$ cat config.mk
export PLATFORM = sky130hd
export DESIGN_NAME = program_loader
export DESIGN_NICKNAME = d
export VERILOG_FILES = /design/src/rtl/program_loader_pkg.sv /design/src/rtl/program_loader.sv
export SDC_FILE = /design/constraint.sdc
export NUM_CORES = 1
export LEC_CHECK = 0
export CORE_ASPECT_RATIO = 0.9
export CORE_MARGIN = 2
export CORE_UTILIZATION = 50
export CTS_CLUSTER_DIAMETER = 150
export DETAILED_ROUTE_END_ITERATION = 12
export GPL_TIMING_DRIVEN = 1
export PLACE_DENSITY = 0.82
export SETUP_SLACK_MARGIN = 0.15
export SLEW_MARGIN = 30
export SYNTH_ARGS = -nofsm -noshare
export SYNTH_HDL_FRONTEND = slang
export SYNTH_SLANG_ARGS = --single-unit
$ cat constraint.sdc
create_clock -name clk -period 3.59 [get_ports clk]
set_input_delay 0.5385 -clock clk [delete_from_list [all_inputs] [get_ports clk]]
set_output_delay 0.5385 -clock clk [all_outputs]
set_load 0.02 [all_outputs]
$ cat src/rtl/program_loader_pkg.sv
// Processor-wide constants and the boot loader state encoding.
package program_loader_pkg;
   localparam int IMEM_ADDR_W = 8;
   localparam int INSTR_W     = 16;

   typedef enum logic [2:0] {
      IDLE,
      COUNT,
      HI,
      LO,
      WRITE,
      CHK,
      DONE
   } loader_state_t;
endpackage

$ cat src/rtl/program_loader.sv
// Boot loader: assembles a COUNT/data/CHK byte stream into 16-bit instruction
// words, writes them to instruction memory and holds the core until finished.
module program_loader
   import program_loader_pkg::*;
#(
   parameter logic [IMEM_ADDR_W-1:0] BASE_ADDR = 8'h00
) (
   input  logic                   clk,
   input  logic                   rst,
   input  logic                   start,
   input  logic [7:0]             rx_data,
   input  logic                   rx_valid,
   output logic                   rx_ready,
   output logic                   imem_we,
   output logic [IMEM_ADDR_W-1:0] imem_addr,
   output logic [INSTR_W-1:0]     imem_wdata,
   output logic                   cpu_hold,
   output logic                   busy,
   output logic                   done,
   output logic                   error
);

   loader_state_t          r_state;
   logic [8:0]             r_rem;
   logic [IMEM_ADDR_W-1:0] r_idx;
   logic [7:0]             r_sum;
   logic [7:0]             r_hi;
   logic                   r_we;
   logic [IMEM_ADDR_W-1:0] r_addr;
   logic [INSTR_W-1:0]     r_wdata;
   logic                   r_busy;
   logic                   r_done;
   logic                   r_err;

   logic                   w_rx_ready;
   logic                   w_xfer;

   assign w_rx_ready = (r_state == COUNT) || (r_state == HI) ||
                       (r_state == LO)    || (r_state == CHK);
   assign w_xfer     = rx_valid && w_rx_ready;

   // The write strobe is raised on the low-byte handshake so that it is a
   // registered output that is high exactly while the FSM sits in WRITE.
   always_ff @(posedge clk or posedge rst) begin
      if (rst) begin
         r_state <= IDLE;
         r_rem   <= '0;
         r_idx   <= '0;
         r_sum   <= '0;
         r_hi    <= '0;
         r_we    <= 1'b0;
         r_addr  <= '0;
         r_wdata <= '0;
         r_busy  <= 1'b0;
         r_done  <= 1'b0;
         r_err   <= 1'b0;
      end else begin
         r_we   <= 1'b0;
         r_done <= 1'b0;
         case (r_state)
            IDLE: begin
               if (start) begin
                  r_state <= COUNT;
                  r_busy  <= 1'b1;
                  r_err   <= 1'b0;
               end
            end
            COUNT: begin
               if (w_xfer) begin
                  // A count byte of zero encodes a full 256-word image.
                  r_rem   <= (rx_data == 8'h00) ? 9'd256 : {1'b0, rx_data};
                  r_sum   <= rx_data;
                  r_idx   <= '0;
                  r_state <= HI;
               end
            end
            HI: begin
               if (w_xfer) begin
                  r_hi    <= rx_data;
                  r_sum   <= r_sum + rx_data;
                  r_state <= LO;
               end
            end
            LO: begin
               if (w_xfer) begin
                  r_sum   <= r_sum + rx_data;
                  r_wdata <= {r_hi, rx_data};
                  r_addr  <= BASE_ADDR + r_idx;
                  r_we    <= 1'b1;
                  r_state <= WRITE;
               end
            end
            WRITE: begin
               r_idx   <= r_idx + 8'd1;
               r_rem   <= r_rem - 9'd1;
               r_state <= (r_rem == 9'd1) ? CHK : HI;
            end
            CHK: begin
               if (w_xfer) begin
                  r_err   <= (rx_data != r_sum);
                  r_done  <= 1'b1;
                  r_state <= DONE;
               end
            end
            DONE: begin
               r_busy  <= 1'b0;
               r_state <= IDLE;
            end
            default: begin
               r_busy  <= 1'b0;
               r_state <= IDLE;
            end
         endcase
      end
   end

   assign rx_ready   = w_rx_ready;
   assign imem_we    = r_we;
   assign imem_addr  = r_addr;
   assign imem_wdata = r_wdata;
   assign busy       = r_busy;
   assign cpu_hold   = r_busy;
   assign done       = r_done;
   assign error      = r_err;

endmodule

## After elaboration in Yosys (flattened, before gate mapping)

Cells that the tools add are included.

| word-level totals | value |
|---|---|
| register bits | 64 |
| output and inout bits | 30 |
| input port bits | 12 |
| logic and storage cells | 69 |

| operators by class | value |
|---|---|
| equal/unequal tests | 13 |
| reduce and logical (&&, ||, !) cells | 18 |
| mux-type cells | 23 |
| add/sub/neg operators | 3 |
| bitwise logic cells | 1 |

Operators with widths:

| operator | number |
|---|---|
| $pmux W8 S2 | 2 |
| $mux W8 | 3 |
| $mux W3 | 6 |
| $mux W9 | 2 |
| $pmux W3 S6 | 1 |
| $pmux W9 S2 | 1 |
| $ne A2 B2 Y1 const B | 5 |
| $eq A9 B1 Y1 const B | 1 |
| $sub A9 B1 Y9 const B | 1 |
| $add A8 B1 Y8 const B | 1 |
| $add A8 B8 Y8 | 1 |
| $logic_not A8 Y1 | 1 |
| $ne A8 B8 Y1 | 1 |
| $reduce_and A2 Y1 | 4 |
| $eq A3 B2 Y1 const B | 2 |
| $eq A3 B3 Y1 const B | 2 |
| $mux W1 | 6 |
| $reduce_and A3 Y1 | 2 |
| $reduce_bool A2 Y1 | 3 |
| $reduce_and A5 Y1 | 1 |
| $reduce_or A5 Y1 | 1 |
| $pmux W1 S2 | 2 |
| $eq A3 B1 Y1 const B | 1 |
| $logic_not A3 Y1 | 1 |
| other kinds (5) | 7 |

## Depth between registers and ports, before layout

Gate-level depths: netlist (run 1).

| logic depth | value |
|---|---|
| depth in word-level cells | 7 |
| mapped depth | 9 |
| mapped depth without buffers | 9 |

## Worst setup path before layout (run 1)

OpenSTA, ideal clock, no wires.

| timing | value |
|---|---|
| path kind | input to register |
| from | input rx_data[1] |
| to | register r_sum[7] |
| library setup time | 0.128 ns |
| data required time | 3.462 ns |
| path buffers | 0 |
| slack | 1.351 ns |
| stages on the path | 7 |
| arrival time | 2.111 ns |
| cells stage by stage | ha_1 a211oi_2 o21bai_2 o31ai_2 mux2_4 a221oi_2 nand3_1 |

| on the way | value |
|---|---|
| word-level cells in the longest chain between the ends | 3 |

Ends and longest elaborated chain:

| item | RTL line | RTL |
|---|---|---|
| start, declared | program_loader.sv:11 | `input logic [7:0] rx_data,` |
| $add A8 B8 Y8 | program_loader.sv:80, program_loader.sv:86 |  |
| $mux W8 | program_loader.sv:78, program_loader.sv:85 |  |
| $pmux W8 S2 | program_loader.sv:60 | `case (r_state)` |
| end signal, assigned | program_loader.sv:72 | `r_sum <= rx_data;` |
| end signal, assigned | program_loader.sv:80 | `r_sum <= r_sum + rx_data;` |
| end signal, assigned | program_loader.sv:86 | `r_sum <= r_sum + rx_data;` |
| end, declared | program_loader.sv:26 | `logic [7:0] r_sum;` |

No other way between the ends. The select of a mux whose other input is x is not followed.
A chain may end at the register's enable or synchronous reset.

## Final worst setup path (run 1)

Same ends and word-level chain as after synthesis.

==> metrics.md, run 1 <==
| Metric | Value |
|---|---|
| CTS tree | yes |
| Cell internal power dissipation | 2.13 mW |
| Post-layout min period | 2.64 ns |
| Number of top-level design ports | 42 |
| Required time reported for the critical path endpoint | 3.81 ns |
| Area growth from synthesis to final layout | 20.9% |
| Fraction of layout instances using a drive strength above 1 | 19.4% |
| Post-Route Setup TNS | 0 ns |
| Number of vias per cell | 5.55 |
| Depth of the CTS H-tree | 3 |
| Area leader, netlist | dfrtp_1 |
| Post-CTS resize count | 0 |
| Final Hold Fails | 0 |
| Largest net degree at the start of global routing | 33 |
| Max-cap check violation count | 0 |
| Placer Congestion | 0.872 |
| Combined area of the multi-input logic cells | 1490 sq um |
| Most frequently used cell type in the post-synthesis netlist | dfrtp_1 |
| Peak supply drop | 464 uV |
| Via count of the first global-routing pass | 2284 |
| Post-Syn Area | 3220 sq um |
| Count of buffering cells on the critical path with inverters included | 1 |
| Crit-path leading delay family | compound AO/OA/AOI/OAI gates |
| Number of vias after detailed routing | 2368 |
| Top flip-flop cell by instance count after synthesis | dfrtp_1 |
| Ant diodes | 0 |
| Leakage power summed over all cells | 1.66 nW |
| Detailed placement HPWL | 4680 um |
| Final period util | 73.6% |
| Launch instance of the worst register-to-register path | r_state[2] |
| Sequential group share of total power | 35.7% |
| Total CTS buffers | 9 |
| Row Count | 27 |
| Net count reported at finish | 358 |
| Max Clock Freq | 0.378 GHz |
| Cell types with the highest counts after synthesis | 64 x dfrtp_1, 35 x nand2_1, 31 x mux2_2 |
| Hold path endpoint | r_idx[7] |
| Startpoint Class | input pin |
| Switching power share of the total | 37.9% |
| Wire length per cell after detailed routing | 15.5 um |
| DRT Wirelength | 6600 um |
| Critical-path top delay cell | clkdlybuf4s50_1 |
| Synth top area cells | dfrtp_1 50%, mux2_2 11%, nand2_1 4.1% |
| Number of register bits inferred by synthesis | 64 |
| Post-synth EDFFs | 0 |
| Post-Synthesis Net Count | 315 |
| Largest fanout on the critical path | 6 |
| Area of the die | 7090 sq um |
| Minimum setup slack among reg-to-reg paths | 1.27 ns |
| Clock root buffer | clkbuf_8 |
| Clock tree skew after final layout | 0.00398 ns |
| Worst-path clk slew | 0.07 ns |
| Result of the run | finished clean |
| Number of cell instances on the worst register-to-register path | 3 |
| Fraction of synthesis flops using an asynchronous set or reset pin | 100% |
| Worst hold path class | flop to flop |
| Total number of yosys warnings | 0 |
| Power dissipated by switching net loads | 1.30 mW |
| Initial Util | 52.0% |
| Die H | 80.1 um |
| Hold path startpoint | r_idx[7] |
| Antenna violations before repair | 0 |
| CTS Hold Bufs | 0 |
| First-pass GRT wire length | 11200 um |
| Transition time of the tightest slew-check pin | 0.702 ns |
| Number of buffers inserted to repair setup after CTS | 0 |
| Clock network fraction of total power | 19.9% |
| Critical R2R Capture | imem_wdata[7] |
| Storage element area | 1600 sq um |
| Count of pins over their slew limit | 0 |
| Number of design rule violations left after detail routing | 0 |
| Standard cell core area | 6180 sq um |
| Finish-stage setup viols | 0 |
| RSZ-0062 raised after global routing | no |
| Fill cell count | 496 |
| TritonCTS Sinks | 64 |
| Starting DRC count in detailed routing | 192 |
| Area share of the largest cell type after synthesis | 49.8% |
| Crit path capture type | flop |
| Post-route ant nets | 0 |
| Worst slew margin relative to its limit | 53.1% |
| Latest clock arrival within the worst-skew pair | 0.34 ns |
| Power density of the placed cells | 881 nW/um^2 |
| Data arrival, critical path | 2.87 ns |
| Worst stage delay on the critical path | 0.54 ns |
| Overall Power | 3.42 mW |
| Overall fraction of global-route tracks in use | 21.1% |
| Post-synthesis sequential area ratio | 49.8% |
| First drt pass iteration count | 4 |
| Hold Crit Depth | 1 |
| Width of the die | 88.6 um |
| Number of library cell types mapped by synthesis | 55 |
| Crit Path Category | input pin to flop |
| Mean cell area of the mapped netlist | 11.0 sq um |
| Count of buffers from port buffering | 41 |
| Cell chain of the critical path | clkdlybuf4s50_1 -> ha_1 -> a211oi_2 -> o21bai_2 -> o31ai_2 -> mux2_4 -> a221oi_2 -> nand3_1 |
| Share of total power in combinational logic | 44.4% |
| Maximum buffer depth of the clock tree | 2 |
| Cells after synthesis | 292 |
| GRT Residual Overflow | 0 |
## state kept, by name, summed over array words and instances, names as in the netlist
signal	cells
imem_addr	8
busy	1
r_rem	9
r_hi	8
imem_wdata	16
error	1
r_sum	8
r_state	3
imem_we	1
r_idx	8
done	1
## power by group through the flow
stage          combinational (mW)  sequential [mW]  clock [mW]
3_3_place_gp                 1.48             1.22           0
2_1_floorplan                1.01             1.29           0
3_5_place_dp                 1.53             1.23           0
6_report                     1.52             1.22       0.681
5_1_grt                      1.67             1.26       0.730
4_1_cts                      1.53             1.22       0.696
## cell families after synthesis
| family | share of synthesized area (%) |
|---|---|
| buffers and inverters | 3.77 |
| xor gates and xnor gates | 0.545 |
| and+or+nand+nor | 16.7 |
| adders and majority gates | 4.51 |
| muxes | 12.3 |
| DFF | 49.8 |
| AOI/OAI and AO/OA | 12.4 |
## routing by layer
metal | wire length [um] | vias to the layer above | part of all wire, % | global-route usage, %
li1 | - | 1141 | - | -
met2 | 3200 | 68 | 49 | 32.5
met4 | 82 | 0 | 1.2 | 7.58
met3 | 397 | 9 | 6.0 | 6.68
met1 | 2920 | 1150 | 44 | 28.1
met5 | 0 | - | 0 | 0
## layout by cell type, fill, tap and decap left out, types with 3 or more instances in the layout
| cell type | n |
|---|---|
| nand2_1 | 35 |
| mux2i_1 | 3 |
| nand3_1 | 7 |
| mux2_2 | 31 |
| o21ai_0 | 17 |
| buf_4 | 3 |
| ha_1 | 10 |
| nor2_1 | 18 |
| nor2b_1 | 3 |
| inv_1 | 7 |
| a21oi_1 | 10 |
| nand4_1 | 8 |
| clkbuf_8 | 10 |
| a31oi_1 | 3 |
| clkdlybuf4s50_1 | 41 |
| nor4_1 | 7 |
| o211ai_1 | 4 |
| dfrtp_1 | 64 |
| nor3_1 | 6 |
## how the worst max path moves through the flow
stage                from        to  slack [ns]  cells past startpoint
2_1_floorplan  rx_data[1]  r_sum[7]        1.35                      7
3_3_place_gp   rx_data[1]  r_sum[7]        0.70                      8
3_5_place_dp   rx_data[1]  r_sum[7]        0.62                      8
4_1_cts        rx_data[1]  r_sum[7]        0.98                      8
5_1_grt        rx_data[1]  r_sum[7]        0.81                      8
6_report       rx_data[1]  r_sum[7]        0.95                      8
## stage by stage
| step | setup slack (ns) | instances | hold WS [ns] | instance area (sq um) | util, % |
|---|---|---|---|---|---|
| floorplan | 1.35 | 292 | 0.441 | 3220 | - |
| global placement | 0.697 | 411 | 0.465 | 3670 | 59.3 |
| detailed placement | 0.616 | 411 | 0.477 | 3670 | 59.3 |
| CTS | 0.977 | 427 | 0.479 | 3890 | 62.9 |
| global route | 0.815 | 427 | 0.519 | 3890 | 62.9 |
| finish | 0.947 | 427 | 0.472 | 3890 | 62.9 |
## area by class of cell
class                      instances  share of cell area [%]
multi-input combinational        208                    38.4
sequential                        64                    41.2
inverter                           8                   0.772
clock buffer                      11                    3.64
tap                               87                    2.80
timing repair buffer              44                    11.1
clock inverter                     5                    2.06
Note: power is estimated with default switching activity, not from simulation.
==> inputs of run 2 (changes only) <==
==> constraint.sdc (replaced) <==
create_clock -name clk -period 2.7 [get_ports clk]
set_input_delay 0.405 -clock clk [delete_from_list [all_inputs] [get_ports clk]]
set_output_delay 0.405 -clock clk [all_outputs]
set_load 0.02 [all_outputs]
==> metrics.md, run 2 (synthesis results as in run 1) <==
| Metric | Value |
|---|---|
| Max-cap check violation count | 0 |
| Least setup slack across all paths after layout | 0.333 ns |
| Setup WS pre-CTS | -0.00610 ns |
| Via count of the first global-routing pass | 2420 |
| Largest fanout on the critical path | 3 |
| TritonCTS Sinks | 64 |
| Standard cell core area | 6180 sq um |
| Worst stage delay on the critical path | 0.46 ns |
| Worst-path clk slew | 0.07 ns |
| Clock root buffer | clkbuf_8 |
| Finish-stage setup viols | 0 |
| Most utilized layer in the global route result | met2 |
| Transition time of the tightest slew-check pin | 0.551 ns |
| Count of buffers from port buffering | 41 |
| Number of vias after detailed routing | 2422 |
| Number of cell instances on the worst register-to-register path | 7 |
| Met3 Use GR | 8.63% |
| Ant diodes | 0 |
| Total CTS buffers | 9 |
| First-pass GRT wire length | 11800 um |
| RSZ-0062 raised after global routing | no |
| Post-layout min period | 2.37 ns |
| Max Clock Freq | 0.423 GHz |
| Net count reported at finish | 367 |
| GRT Residual Overflow | 0 |
| Power density of the placed cells | 1160 nW/um^2 |
| DRT Wirelength | 6960 um |
| Crit path capture type | flop |
| Number of vias per cell | 5.57 |
| Top library cells by usage in the layout, fill and taps aside | 64 x dfrtp_1, 41 x clkdlybuf4s50_1, 35 x nand2_1, 31 x mux2_2, 18 x nor2_1 |
| Clock tree skew after final layout | 0.00790 ns |
| Leading cell type in the layout, fill and taps excluded | dfrtp_1 |
| Required time reported for the critical path endpoint | 2.93 ns |
| CTS Hold Bufs | 0 |
| Utilization of the core after routing | 64.4% |
| Area growth from synthesis to final layout | 23.7% |
| Row Count | 27 |
| Wire length per cell after detailed routing | 16.0 um |
| Leakage power summed over all cells | 1.72 nW |
| Placer Congestion | 0.883 |
| Number of buffers inserted to repair setup after CTS | 0 |
| Number of top-level design ports | 42 |
| Number of design rule violations left after detail routing | 0 |
| Peak supply drop | 687 uV |
| Final Hold Fails | 0 |
| Fraction of layout instances using a drive strength above 1 | 21.3% |
| Depth of the CTS H-tree | 3 |
| Met2 capacity usage during global routing | 33.1% |
| Met1 track utilization from global routing | 28.8% |
| Overall fraction of global-route tracks in use | 22.2% |
| Startpoint Class | input pin |
| Worst slew margin relative to its limit | 63.3% |
| Width of the die | 88.6 um |
| Data arrival, critical path | 2.59 ns |
| Largest net degree at the start of global routing | 65 |
| Antenna violations before repair | 0 |
| Starting DRC count in detailed routing | 130 |
| Crit Path Category | input pin to flop |
| CTS tree | yes |
| Post-route ant nets | 0 |
| Area of the die | 7090 sq um |
| Final period util | 87.7% |
| Die H | 80.1 um |
| Largest register FFs | 16 |
| Cell chain of the critical path | clkdlybuf4s50_1 -> ha_1 -> a211oi_2 -> o21bai_2 -> o31ai_2 -> mux2_4 -> a221oi_2 -> nand3_1 |
| Worst hold path class | input pin to asynchronous set/reset pin |
| Result of the run | finished clean |
| First drt pass iteration count | 4 |
| Latest clock arrival within the worst-skew pair | 0.35 ns |
| Post-CTS resize count | 0 |
| Maximum buffer depth of the clock tree | 2 |
| Initial Util | 52.0% |
| Critical-path top delay cell | clkdlybuf4s50_1 |
| Detailed placement HPWL | 4800 um |
| Count of pins over their slew limit | 0 |
[run 2: cell count changes in the layout (fill, tap and decap cells not counted)]
cell	change
buf_4	+7
clkinvlp_4	-2
clkbuf_8	+1
buf_12	+2
[run 2: layout make-up]
| class | count | area [sq um] |
|---|---|---|
| Clock buffer | 12 | 155 |
| Clock inverter | 3 | 65.1 |
| Fill cell | 497 | 2200 |
| Inverter | 8 | 30.0 |
| Multi-Input combinational cell | 208 | 1490 |
| Sequential cell | 64 | 1600 |
| Tap cell | 87 | 109 |
| Timing Repair Buffer | 53 | 526 |
[run 2: routing by layer]
metal,share of wire [%],up-vias
li1,-,1155
met1,45,1186
met2,46,64
met3,6.3,17
met4,2.3,0
met5,0,-
[run 2: worst paths after layout]
kind	startpoint	to	slack, ns
max	rx_data[1]	r_sum[7]	0.33
min	rst	imem_wdata[12]	0.44
max reg2reg	r_sum[1]	r_sum[7]	0.50
min reg2reg	r_idx[7]	r_idx[7]	0.49
max in group asynchronous	rst	busy	2.00
min in group clk	r_idx[7]	r_idx[7]	0.49
[run 2: power breakdown]
group	internal [mW]	leakage (nW)	switching [mW]	total (mW)
Clock	0.564	0.112	0.360	0.924
Combinational	0.993	0.803	1.09	2.08
Sequential	1.33	0.802	0.296	1.63
Total	2.89	1.72	1.75	4.64
[run 2: through the flow]
step,std cells,instance area [sq um],total power [mW],hold WS (ns),setup TNS [ns]
finish,435,3980,4.64,0.438,0
global route,435,3980,4.97,0.508,0
CTS,435,3980,4.67,0.443,0
detailed placement,420,3760,3.72,0.482,-0.00610
global placement,420,3760,3.65,0.465,0
floorplan,292,3220,3.07,0.441,0
[run 2: critical path: cells and delay by family]
| kind | cells | cell delay [ns] |
|---|---|---|
| fa+ha+maj | 1 | 0.35 |
| buf+inv | 1 | 0.46 |
| compound gates | 4 | 0.94 |
| mux | 1 | 0.34 |
| simple gates | 1 | 0.10 |
